==> src/rtl/dualmem_narrow_reader_pkg.sv <==
// Shared constants and helpers for the 16/64-bit asymmetric buffer read path.
package dualmem_pkg;

  localparam int HW_PER_WORD = 4;
  localparam int NARROW_W    = 16;
  localparam int WIDE_W      = 64;

  typedef logic [1:0] state_t;

  localparam state_t ST_IDLE = 2'd0;
  localparam state_t ST_RUN  = 2'd1;
  localparam state_t ST_DONE = 2'd2;

  // Little-endian halfword k of a wide word.
  function automatic logic [NARROW_W-1:0] halfword_sel(
    input logic [WIDE_W-1:0] word,
    input logic [1:0]        idx
  );
    logic [NARROW_W-1:0] half;
    half = 16'h0000;
    case (idx)
      2'd0:    half = word[15:0];
      2'd1:    half = word[31:16];
      2'd2:    half = word[47:32];
      2'd3:    half = word[63:48];
      default: half = 16'h0000;
    endcase
    return half;
  endfunction

endpackage

==> src/rtl/dualmem_narrow_reader_if.sv <==
// Command, wide-port and narrow-stream signals of the buffer read engine.
interface dualmem_narrow_reader_if #(
  parameter int ADDR_W = 11,
  parameter int LEN_W  = 13
);
  import dualmem_pkg::*;

  logic                start;
  logic                abort;
  logic [ADDR_W-1:0]   base_addr;
  logic [LEN_W-1:0]    len;
  logic                busy;
  logic                done;
  logic                mem_en;
  logic [ADDR_W-1:0]   mem_addr;
  logic [WIDE_W-1:0]   mem_dout;
  logic [NARROW_W-1:0] tx_data;
  logic                tx_valid;
  logic                tx_ready;
  logic                tx_last;

  modport master (
    input  start, abort, base_addr, len, mem_dout, tx_ready,
    output busy, done, mem_en, mem_addr, tx_data, tx_valid, tx_last
  );

  modport slave (
    output start, abort, base_addr, len, mem_dout, tx_ready,
    input  busy, done, mem_en, mem_addr, tx_data, tx_valid, tx_last
  );

endinterface

==> src/rtl/dualmem_narrow_reader_fifo2.sv <==
// Two-entry wide-word FIFO that also tracks which halfword of the head word is next.
module dualmem_word_fifo2
  import dualmem_pkg::*;
(
  input  logic                clk,
  input  logic                rstn,
  input  logic                flush,
  input  logic                push,
  input  logic [WIDE_W-1:0]   push_data,
  input  logic                pop,
  input  logic                adv,
  output logic [1:0]          count,
  output logic [1:0]          head_idx,
  output logic [NARROW_W-1:0] head_half
);

  logic [WIDE_W-1:0] slot0_r;
  logic [WIDE_W-1:0] slot1_r;
  logic              wr_ptr_r;
  logic              rd_ptr_r;
  logic [1:0]        count_r;
  logic [1:0]        idx_r;
  logic              do_push_s;
  logic              do_pop_s;
  logic [WIDE_W-1:0] head_word_s;

  // Qualify push/pop against occupancy and select the head slot.
  always_comb begin
    do_pop_s  = pop && (count_r != 2'd0);
    do_push_s = push && ((count_r != 2'd2) || do_pop_s);
    if (rd_ptr_r) begin
      head_word_s = slot1_r;
    end else begin
      head_word_s = slot0_r;
    end
  end

  // Storage, pointers, occupancy and head halfword index.
  always_ff @(posedge clk or negedge rstn) begin
    if (!rstn) begin
      slot0_r  <= 64'h0;
      slot1_r  <= 64'h0;
      wr_ptr_r <= 1'b0;
      rd_ptr_r <= 1'b0;
      count_r  <= 2'd0;
      idx_r    <= 2'd0;
    end else if (flush) begin
      slot0_r  <= 64'h0;
      slot1_r  <= 64'h0;
      wr_ptr_r <= 1'b0;
      rd_ptr_r <= 1'b0;
      count_r  <= 2'd0;
      idx_r    <= 2'd0;
    end else begin
      if (do_push_s) begin
        if (wr_ptr_r) begin
          slot1_r <= push_data;
        end else begin
          slot0_r <= push_data;
        end
        wr_ptr_r <= ~wr_ptr_r;
      end
      if (do_pop_s) begin
        rd_ptr_r <= ~rd_ptr_r;
      end
      case ({do_push_s, do_pop_s})
        2'b10:   count_r <= count_r + 2'd1;
        2'b01:   count_r <= count_r - 2'd1;
        default: count_r <= count_r;
      endcase
      if (do_pop_s) begin
        idx_r <= 2'd0;
      end else if (adv && (count_r != 2'd0)) begin
        idx_r <= idx_r + 2'd1;
      end
    end
  end

  assign count     = count_r;
  assign head_idx  = idx_r;
  assign head_half = halfword_sel(head_word_s, idx_r);

endmodule

==> src/rtl/dualmem_narrow_reader.sv <==
// Drains an asymmetric buffer through its 64-bit port and streams 16-bit halfwords
// over valid/ready, keeping at most two words buffered or in flight.
module dualmem_narrow_reader
  import dualmem_pkg::*;
#(
  parameter int ADDR_W = 11,
  parameter int LEN_W  = 13
)
(
  input logic                      clk,
  input logic                      rstn,
  dualmem_narrow_reader_if.master  bus
);

  state_t              state_r;
  logic                busy_r;
  logic                done_r;
  logic                mem_en_r;
  logic [ADDR_W-1:0]   mem_addr_r;
  logic [ADDR_W-1:0]   next_addr_r;
  logic [LEN_W-1:0]    words_left_r;
  logic [LEN_W-1:0]    hw_left_r;
  logic                rvalid_r;

  logic [1:0]          fifo_count_s;
  logic [1:0]          fifo_idx_s;
  logic [NARROW_W-1:0] fifo_half_s;

  logic                accept_s;
  logic                empty_cmd_s;
  logic                tx_valid_s;
  logic                hs_s;
  logic                last_s;
  logic                last_hs_s;
  logic [2:0]          outstanding_s;
  logic                issue_s;
  logic                pop_s;
  logic                flush_s;
  logic                push_s;
  logic [LEN_W:0]      len_round_s;
  logic [LEN_W-1:0]    words_total_s;
  logic [NARROW_W-1:0] tx_data_s;

  // Command decode, issue throttling and stream handshake.
  always_comb begin
    accept_s      = (state_r == ST_IDLE) && bus.start && !bus.abort && (bus.len != '0);
    empty_cmd_s   = (state_r == ST_IDLE) && bus.start && !bus.abort && (bus.len == '0);
    len_round_s   = {1'b0, bus.len} + (LEN_W+1)'(HW_PER_WORD - 1);
    words_total_s = {1'b0, len_round_s[LEN_W:2]};
    tx_valid_s    = (fifo_count_s != 2'd0);
    hs_s          = tx_valid_s && bus.tx_ready;
    last_s        = tx_valid_s && (hw_left_r == LEN_W'(1));
    last_hs_s     = hs_s && last_s;
    outstanding_s = {1'b0, fifo_count_s} + {2'b00, mem_en_r} + {2'b00, rvalid_r};
    // Occupancy plus in-flight below two means returning RAM data always has a slot.
    issue_s       = (state_r == ST_RUN) && !bus.abort && (words_left_r != '0)
                    && (outstanding_s < 3'd2) && !last_hs_s;
    pop_s         = hs_s && ((fifo_idx_s == 2'(HW_PER_WORD - 1)) || last_s);
    flush_s       = bus.abort || last_hs_s;
    push_s        = rvalid_r;
    if (tx_valid_s) begin
      tx_data_s = fifo_half_s;
    end else begin
      tx_data_s = 16'h0000;
    end
  end

  // Transfer FSM, read address/issue counters and halfword countdown.
  always_ff @(posedge clk or negedge rstn) begin
    if (!rstn) begin
      state_r      <= ST_IDLE;
      busy_r       <= 1'b0;
      done_r       <= 1'b0;
      mem_en_r     <= 1'b0;
      mem_addr_r   <= '0;
      next_addr_r  <= '0;
      words_left_r <= '0;
      hw_left_r    <= '0;
      rvalid_r     <= 1'b0;
    end else if (bus.abort) begin
      state_r      <= ST_IDLE;
      busy_r       <= 1'b0;
      done_r       <= 1'b0;
      mem_en_r     <= 1'b0;
      words_left_r <= '0;
      hw_left_r    <= '0;
      rvalid_r     <= 1'b0;
    end else begin
      rvalid_r <= mem_en_r;
      case (state_r)
        ST_IDLE: begin
          done_r   <= empty_cmd_s;
          mem_en_r <= accept_s;
          if (accept_s) begin
            state_r      <= ST_RUN;
            busy_r       <= 1'b1;
            mem_addr_r   <= bus.base_addr;
            next_addr_r  <= bus.base_addr + ADDR_W'(1);
            words_left_r <= words_total_s - LEN_W'(1);
            hw_left_r    <= bus.len;
          end
        end
        ST_RUN: begin
          mem_en_r <= issue_s;
          if (issue_s) begin
            mem_addr_r   <= next_addr_r;
            next_addr_r  <= next_addr_r + ADDR_W'(1);
            words_left_r <= words_left_r - LEN_W'(1);
          end
          if (hs_s) begin
            hw_left_r <= hw_left_r - LEN_W'(1);
          end
          if (last_hs_s) begin
            state_r <= ST_DONE;
            busy_r  <= 1'b0;
            done_r  <= 1'b1;
          end
        end
        ST_DONE: begin
          state_r  <= ST_IDLE;
          done_r   <= 1'b0;
          mem_en_r <= 1'b0;
        end
        default: begin
          state_r  <= ST_IDLE;
          busy_r   <= 1'b0;
          done_r   <= 1'b0;
          mem_en_r <= 1'b0;
        end
      endcase
    end
  end

  dualmem_word_fifo2 u_fifo (
    .clk       (clk),
    .rstn      (rstn),
    .flush     (flush_s),
    .push      (push_s),
    .push_data (bus.mem_dout),
    .pop       (pop_s),
    .adv       (hs_s),
    .count     (fifo_count_s),
    .head_idx  (fifo_idx_s),
    .head_half (fifo_half_s)
  );

  assign bus.busy     = busy_r;
  assign bus.done     = done_r;
  assign bus.mem_en   = mem_en_r;
  assign bus.mem_addr = mem_addr_r;
  assign bus.tx_data  = tx_data_s;
  assign bus.tx_valid = tx_valid_s;
  assign bus.tx_last  = last_s;

endmodule
==> src/flat_wrapper.sv <==
// flat-port wrapper written by rule: the top's interface ports become plain ports
module dualmem_narrow_reader_flat import dualmem_pkg::*;
#(
  parameter int ADDR_W = 11,
  parameter int LEN_W  = 13
)
  (clk, rstn, bus_start, bus_abort, bus_base_addr, bus_len, bus_mem_dout, bus_tx_ready, bus_busy, bus_done, bus_mem_en, bus_mem_addr, bus_tx_data, bus_tx_valid, bus_tx_last);
  dualmem_narrow_reader_if #(.ADDR_W(ADDR_W), .LEN_W(LEN_W)) bus_i ();
  input logic clk;
  input logic rstn;
  input wire logic [$bits(bus_i.start)-1:0] bus_start;
  input wire logic [$bits(bus_i.abort)-1:0] bus_abort;
  input wire logic [$bits(bus_i.base_addr)-1:0] bus_base_addr;
  input wire logic [$bits(bus_i.len)-1:0] bus_len;
  input wire logic [$bits(bus_i.mem_dout)-1:0] bus_mem_dout;
  input wire logic [$bits(bus_i.tx_ready)-1:0] bus_tx_ready;
  output wire logic [$bits(bus_i.busy)-1:0] bus_busy;
  output wire logic [$bits(bus_i.done)-1:0] bus_done;
  output wire logic [$bits(bus_i.mem_en)-1:0] bus_mem_en;
  output wire logic [$bits(bus_i.mem_addr)-1:0] bus_mem_addr;
  output wire logic [$bits(bus_i.tx_data)-1:0] bus_tx_data;
  output wire logic [$bits(bus_i.tx_valid)-1:0] bus_tx_valid;
  output wire logic [$bits(bus_i.tx_last)-1:0] bus_tx_last;
  assign bus_i.start = bus_start;
  assign bus_i.abort = bus_abort;
  assign bus_i.base_addr = bus_base_addr;
  assign bus_i.len = bus_len;
  assign bus_i.mem_dout = bus_mem_dout;
  assign bus_i.tx_ready = bus_tx_ready;
  assign bus_busy = bus_i.busy;
  assign bus_done = bus_i.done;
  assign bus_mem_en = bus_i.mem_en;
  assign bus_mem_addr = bus_i.mem_addr;
  assign bus_tx_data = bus_i.tx_data;
  assign bus_tx_valid = bus_i.tx_valid;
  assign bus_tx_last = bus_i.tx_last;
  dualmem_narrow_reader #(.ADDR_W(ADDR_W), .LEN_W(LEN_W)) u_core (.clk(clk), .rstn(rstn), .bus(bus_i));
endmodule
==> config.mk <==
export PLATFORM = sky130hd
export DESIGN_NAME = dualmem_narrow_reader_flat
export DESIGN_NICKNAME = d
export VERILOG_FILES = /design/src/rtl/dualmem_narrow_reader_pkg.sv /design/src/rtl/dualmem_narrow_reader_if.sv /design/src/rtl/dualmem_narrow_reader_fifo2.sv /design/src/rtl/dualmem_narrow_reader.sv /design/src/flat_wrapper.sv
export SDC_FILE = /design/constraint.sdc
export NUM_CORES = 1
export LEC_CHECK = 0
export ABC_AREA = 1
export CORE_MARGIN = 5
export CORE_UTILIZATION = 35
export CTS_BUF_LIST = sky130_fd_sc_hd__clkbuf_4
export CTS_CLUSTER_DIAMETER = 100
export DETAILED_ROUTE_END_ITERATION = 7
export PLACE_DENSITY = 0.59
export SLEW_MARGIN = 20
export SYNTH_ARGS = -nofsm -noshare
export SYNTH_HDL_FRONTEND = slang
export SYNTH_SLANG_ARGS = --single-unit
==> constraint.sdc <==
create_clock -name clk -period 2.35 [get_ports clk]
set_input_delay 0.5875 -clock clk [delete_from_list [all_inputs] [get_ports clk]]
set_output_delay 0.5875 -clock clk [all_outputs]
set_load 0.01 [all_outputs]
## Yosys cells after proc, flatten, opt, wreduce, memory -nomap -nowiden

Cells that the tools add are included.

| operators by class | value |
|---|---|
| shift-type cells | 0 |
| equal/unequal tests | 17 |
| reduce and logical (&&, ||, !) cells | 40 |
| $lt $le $gt $ge | 1 |
| $add $sub $neg | 11 |
| bitwise gates (word level) | 3 |
| muxes and demuxes | 46 |
| multipliers | 0 |
| divide/modulo/power cells | 0 |

Operator list:

| kind | number |
|---|---|
| $mux W64 | 7 |
| $mux W13 | 6 |
| $pmux W16 S4 | 1 |
| $pmux W13 S2 | 2 |
| $mux W11 | 4 |
| $pmux W11 S2 | 2 |
| $reduce_bool A13 Y1 | 2 |
| $sub A13 B1 Y13 const B | 2 |
| $add A11 B1 Y11 const B | 2 |
| $mux W16 | 1 |
| $logic_and A1 B1 Y1 | 15 |
| $add A13 B2 Y14 const B | 1 |
| $mux W2 | 7 |
| $eq A13 B1 Y1 const B | 1 |
| $logic_not A13 Y1 | 1 |
| $sub A12 B1 Y13 const B | 1 |
| $mux W1 | 11 |
| $reduce_bool A2 Y1 | 5 |
| $ne A3 B2 Y1 const B | 3 |
| $reduce_and A3 Y1 | 3 |
| $reduce_bool A3 Y1 | 3 |
| $eq A2 B2 Y1 const B | 4 |
| $pmux W2 S2 | 2 |
| $eq A2 B1 Y1 const B | 3 |
| 16 further kinds | 29 |

| word-level totals | value |
|---|---|
| logic and storage cells | 133 |
| bits in writable memories | 0 |
| bits in read-only memories | 0 |
| output and inout port bits | 32 |
| latch bits | 0 |
| memories kept | 0 |
| register bits after elaboration | 188 |
| bits of input ports | 93 |

## Logic depth before layout (Yosys ltp)

| logic depth | value |
|---|---|
| word-level depth | 10 |
| depth in mapped cells | 16 |
| mapped depth without buffers | 16 |

## Cells and area by module

A second synthesis with hierarchy kept.

| unflattened totals | value |
|---|---|
| cells, all modules | 1522 |
| area, all modules | 10898.0 µm² |

By module, submodules not included:

| module | seq. area each (µm²) | area an instance (µm²) | instances | cells each |
|---|---|---|---|---|
| dualmem_word_fifo2 | 3353.2 | 7105.6 | 1 | 953 |
| dualmem_narrow_reader | 1351.3 | 3792.4 | 1 | 569 |

## Worst setup path before layout

Ideal clock, no wire load.

| timing path | value |
|---|---|
| path kind | register to output |
| start | register u_core.u_fifo.idx_r[0] (netlist: u_core.u_fifo.head_idx[0]) |
| end | output bus_tx_data[10] |
| stages on the path, launching flop included | 8 |
| arrival time | 1.642 ns |
| required time | 1.762 ns |
| path buffers | 2 |
| setup slack | 0.120 ns |
| cells stage by stage | dfrtp_1 inv_1 ha_1 clkbuf_1 inv_1 clkbuf_1 a21oi_1 a211oi_1 |

| between the ends | value |
|---|---|
| longest elaborated chain between the ends | 3 |
| elaborated cells on any way between the ends | 6 |
| those cells by class | 3 x eq/ne; 2 x mux; 1 x reduce/logical |

RTL lines:

| element | line | source |
|---|---|---|
| from (decl) | dualmem_narrow_reader_fifo2.sv:22 | `logic [1:0] idx_r;` |
| from (signal assigned) | dualmem_narrow_reader_fifo2.sv:74 | `idx_r <= idx_r + 2'd1;` |
| $eq A2 B2 Y1, or another cell as far along | dualmem_narrow_reader_pkg.sv:21 | `case (idx)` |
| $pmux W16 S4 (*) | dualmem_narrow_reader_pkg.sv:21 |  |
| $mux W16 (*) | dualmem_narrow_reader.sv:61 | `if (tx_valid_s) begin` |
| to (decl) | flat_wrapper.sv:21 | `output wire logic [$bits(bus_i.tx_data)-1:0] bus_tx_data;` |

Mark *: on every way between the ends. The rest lies on a longest branch, timed or not.

## Final worst setup path

| timing path | value |
|---|---|
| start | register u_core.u_fifo.idx_r[0] (netlist: u_core.u_fifo.head_idx[0]) |
| end | output bus_tx_data[8] |

The elaborated chain is that of the path after synthesis.

==> impl_summary.md <==
Logic synthesis
The number of enable-type register cells in the synthesized netlist is 0. The commonest cells after synthesis are sky130_fd_sc_hd__nand2_1 (623), sky130_fd_sc_hd__dfrtp_1 (188), sky130_fd_sc_hd__inv_1 (143), sky130_fd_sc_hd__nor2_1 (118), sky130_fd_sc_hd__a21oi_1 (84). During synthesis, Yosys emitted a total of 0 warnings. The most frequently used flop master after synthesis is sky130_fd_sc_hd__dfrtp_1. The proportion of synthesized flip-flops having asynchronous set or reset is 100%. The library cell with the largest summed area after synthesis is sky130_fd_sc_hd__dfrtp_1.

In this run the biggest area consumer among cell types represents between 40% and 50% of the synthesized area. The synthesized instance count is 1,467. The number of nets produced by synthesis is ~1,600. The number of flip-flops and latches in the synthesized netlist is 188.

The number of distinct standard cells referenced by the synthesized netlist is 43. The average cell area after synthesis is 7.12 µm². The fraction of the yosys area taken by sequential cells is between 40% and 50%.

The netlist area before placement is between 10,000 and 15,000 µm². After synthesis, the cell types taking the most area are sky130_fd_sc_hd__dfrtp_1 (45%), sky130_fd_sc_hd__nand2_1 (22%), sky130_fd_sc_hd__inv_1 (5.1%). The dominant cell by count in the synthesized netlist is sky130_fd_sc_hd__nand2_1.

Floorplan
The die is 183 µm wide. The total die area is between 30,000 and 40,000 µm². The initial standard-cell utilization of the core is a little over a third.

The top-level port count is 125. The core region is 29,600 µm². The overall die height is 183 µm. After floorplanning, the core was divided into 63 placement rows.

Route
The first routing iteration left between 800 and 900 violations. The detailed-routing iteration count for the pre-antenna-repair pass is 5. The wire length on met2 is 17,500 µm. The aggregate routed wire length is approximately 36,000 µm. After detailed routing, the wire length on met1 is roughly 15,000 µm. The detailed router used layers up to and including met4. The detailed-route DRC error count is 0. The routed length per placed instance is 17.2 µm. The routed layout has between 10,000 and 15,000 vias. In the routed layout, each cell is associated on average with a via count of roughly 5. The count of nets left with antenna violations after detail routing is 0. Detailed routing placed a total of about 2800 µm of wire on met3.

Job
Max-cap violations in this run came to 0.

Worst setup path
The delay of the slowest critical-path stage is about 480 ps. In this design, the largest share of critical-path delay is due to buffers and inverters. The most common cell type on the critical path is sky130_fd_sc_hd__buf_6.

STA classifies the critical path startpoint as a flip-flop. Walking the worst path, the cells encountered are inv_2 -> ha_4 -> buf_12 -> buf_6 -> nand2_1 -> nand3_2 -> a21oi_2 -> a211oi_2 -> buf_6. Along the worst path, the maximum fanout reaches 7. STA classifies the critical path endpoint as an output pin. The required time of the worst setup path is between 1500 and 2000 ps.

The worst setup path is of the reg2out kind. Together, buffers and inverters on the worst path number 4. The library cell contributing the largest single delay on the critical path is sky130_fd_sc_hd__dfrtp_2. For the worst setup path, the data arrival time is approximately 2400 ps.

Timing
The number of max-slew violations in the final report was 0. The slew at the pin closest to its max-slew limit is about 530 ps. The final-report hold violation count is 0. Once routing completed, OpenROAD measured the worst setup slack at -589 ps.

Between clock sinks in the finished design, the worst skew comes to between 30 and 40 ps. Timing would allow up to roughly 340 MHz. Setup repair after global routing could not meet its margin everywhere. Of the available clock period, the critical path in the final layout requires 125%. The number of endpoints failing setup at the final stage is 56. The worst slew margin relative to its limit is approximately 64%. The minimum period implied by the final worst setup slack is 2940 ps.

Clocking
Buffers inserted during clock tree synthesis total 17. The longest clock path from root to sink contains 2 buffers. The clock sink count is 188. The clock tree from TritonCTS is built.

The clock tree synthesis step divided the H-tree into 4 levels. The tree is rooted in a sky130_fd_sc_hd__clkbuf_4. The later pin in the worst-skew pair is clocked with a latency of roughly 630 ps. After clock tree synthesis, the clock-pin slew on the worst setup and hold paths is between 150 and 200 ps.

Power
The combinational power share is 42.9%. The leakage power total is roughly 7.5 nW. The internal power is approximately 6.6 mW. The part of the power in the clock network is 18.4%. The share of total power dissipated in sequential elements is slightly below 40%. The switching fraction of total power is 39.1%.

The maximum vdd ir drop is around 0.00043 V. The analysis attributes to net switching a power of about 4.3 mW. The power per cell area is ~740 nW/µm².

Final layout
The total number of nets in the final design is 1,819. Of the cells placed in the final design, the portion with a size suffix greater than 1 is a little under a quarter. The repair_antennas step left the layout with diodes totalling 0. The area growth from synthesis to layout is 41.5%. The final instance count without filler cells is between 2,000 and 2,500.

Placement
The placement-stage worst setup slack is -400 ps. During placement, the flow inserted port buffers numbering around 120. Once placement completed, the tool counted placed cells totaling 2,042.

Detailed placement finished with a half-perimeter wire length of between 20,000 and 25,000 µm. The final weighted congestion of routability-driven global placement is 0.839.

Status
The run finished, with violations left. The checks that failed: negative setup slack.

Global route
For this run the aggregate overflow at the end of global routing stands at 0. The initial antenna violation count is 0. The first global-routing pass estimated ~53,000 µm of wire. Global routing used 19.8% of the available tracks across all layers.

The number of global-route vias before repair is 10,400. Entering global routing, the biggest net connects 56 pins.

Worst hold path
The worst min-delay path category is in2async.
[through the flow]
stage	util (%)	power (mW)	hold WS (ps)	setup TNS (ps)	cell area, µm²
finish	50.0	10.9	442	-9470	14800
global route	50.0	11.5	456	-25840	14800
detailed placement	43.8	7.96	458	-14680	12900
global placement	43.8	7.92	455	-11850	12900
CTS	46.8	10.4	417	-8400	13800
floorplan	-	6.14	292	0	10400
[worst reg2reg max path, stage by stage (launching register included)]
cell	delay, ps
sky130_fd_sc_hd__dfrtp_1	430
sky130_fd_sc_hd__nor2_2	170
sky130_fd_sc_hd__nand2_2	100
sky130_fd_sc_hd__nor2_4	120
sky130_fd_sc_hd__nand4_4	130
sky130_fd_sc_hd__buf_6	150
sky130_fd_sc_hd__buf_6	100
sky130_fd_sc_hd__nor2_4	140
sky130_fd_sc_hd__nor2_4	70
sky130_fd_sc_hd__nand3_4	110
sky130_fd_sc_hd__nand2_4	80
sky130_fd_sc_hd__o21ai_4	230
sky130_fd_sc_hd__buf_12	150
sky130_fd_sc_hd__buf_6	110
sky130_fd_sc_hd__clkbuf_16	150
sky130_fd_sc_hd__nand2_1	60
sky130_fd_sc_hd__nand2_1	70
[final timing paths]
| path | startpoint | end | slack [ps] | depth (start not counted) |
|---|---|---|---|---|
| max | u_core.u_fifo.head_idx[0]$_DFFE_PN0P_ | bus_tx_data[8] | -590 | 9 |
| min | rstn | u_core.u_fifo.slot1_r[34]$_DFFE_PN0P_ | 440 | 2 |
| max reg2reg | u_core.hw_left_r[5]$_DFFE_PN0P_ | u_core.u_fifo.slot1_r[33]$_DFFE_PN0P_ | -110 | 16 |
| min reg2reg | u_core.u_fifo.slot0_r[0]$_DFFE_PN0P_ | u_core.u_fifo.slot0_r[0]$_DFFE_PN0P_ | 500 | 2 |
| max in group asynchronous | rstn | u_core.bus.mem_addr[2]$_DFFE_PN0P_ | 1240 | 3 |
| min in group clk | u_core.u_fifo.slot0_r[0]$_DFFE_PN0P_ | u_core.u_fifo.slot0_r[0]$_DFFE_PN0P_ | 500 | 2 |
[area by class of cell]
type,instances,area (µm²)
Clock buffer,17,128
Sequential cell,188,4710
Tap cell,390,488
Timing Repair Buffer,299,3280
Fill cell,2823,14800
Clock inverter,15,183
Multi-Input combinational cell,1063,5430
Inverter,148,558
[flip-flops by register name (all words and copies together) (netlist names), 2 cells and up]
register                flops
u_core.bus.mem_addr        11
u_core.hw_left_r           13
u_core.next_addr_r         11
u_core.state_r              2
u_core.u_fifo.count         2
u_core.u_fifo.head_idx      2
u_core.u_fifo.slot0_r      64
u_core.u_fifo.slot1_r      64
u_core.words_left_r        13
[metal layers]
| layer | track usage, % | vias up |
|---|---|---|
| met5 | 0 | - |
| met4 | 6.99 | 0 |
| met3 | 4.11 | 98 |
| met2 | 33.8 | 459 |
| met1 | 24.8 | 4988 |
| li1 | - | 5071 |
[power by group through the flow]
stage               Clock (mW)  Combinational, mW  Sequential [mW]
floorplan                    0               1.94             4.20
global placement             0               3.70             4.22
detailed placement           0               3.74             4.22
CTS                       2.04               4.19             4.18
global route              2.16               5.09             4.28
finish                    2.00               4.66             4.21
[kinds of logic after synthesis]
| logic type | count (synthesis) | share of synthesized area [%] |
|---|---|---|
| buffers and inverters | 216 | 9.77 |
| AND/OR/NAND/NOR | 864 | 33.7 |
| flip-flops | 188 | 45.1 |
| adder cells (fa/ha/maj) | 9 | 1.08 |
| XOR/XNOR | 8 | 0.671 |
| AO/OA/AOI/OAI | 182 | 9.76 |
[placed cells by master (no fill, tap or decap), types with 6 or more instances in the layout]
| cell type | count |
|---|---|
| sky130_fd_sc_hd__a21oi_4 | 14 |
| sky130_fd_sc_hd__nand3_2 | 22 |
| sky130_fd_sc_hd__o21ai_1 | 6 |
| sky130_fd_sc_hd__buf_2 | 9 |
| sky130_fd_sc_hd__nor2_1 | 112 |
| sky130_fd_sc_hd__o21ai_0 | 58 |
| sky130_fd_sc_hd__buf_6 | 25 |
| sky130_fd_sc_hd__nand2_2 | 55 |
| sky130_fd_sc_hd__nor2_2 | 8 |
| sky130_fd_sc_hd__nor2_4 | 6 |
| sky130_fd_sc_hd__dfrtp_1 | 186 |
| sky130_fd_sc_hd__a211oi_2 | 11 |
| sky130_fd_sc_hd__a21oi_2 | 17 |
| sky130_fd_sc_hd__or2_2 | 9 |
| sky130_fd_sc_hd__a21oi_1 | 53 |
| sky130_fd_sc_hd__nand2_4 | 6 |
| sky130_fd_sc_hd__inv_1 | 141 |
| sky130_fd_sc_hd__o22ai_1 | 8 |
| sky130_fd_sc_hd__nand4_1 | 12 |
| sky130_fd_sc_hd__clkbuf_16 | 14 |
| sky130_fd_sc_hd__buf_4 | 107 |
| sky130_fd_sc_hd__clkdlybuf4s50_1 | 105 |
| sky130_fd_sc_hd__nand3_1 | 40 |
| sky130_fd_sc_hd__clkbuf_4 | 17 |
| sky130_fd_sc_hd__nand2_1 | 576 |
| sky130_fd_sc_hd__buf_12 | 28 |
| sky130_fd_sc_hd__nor3_1 | 7 |
[repair_timing]
item,in CTS,in global routing
setup buffers,18,17
pin swaps,39,103
endpoints found under the setup margin,18,151
hold endpoints to repair,39,0
gates cloned,3,19
hold buffers,1,0
resized for setup,178,107
(Power assumes the default switching activity.)
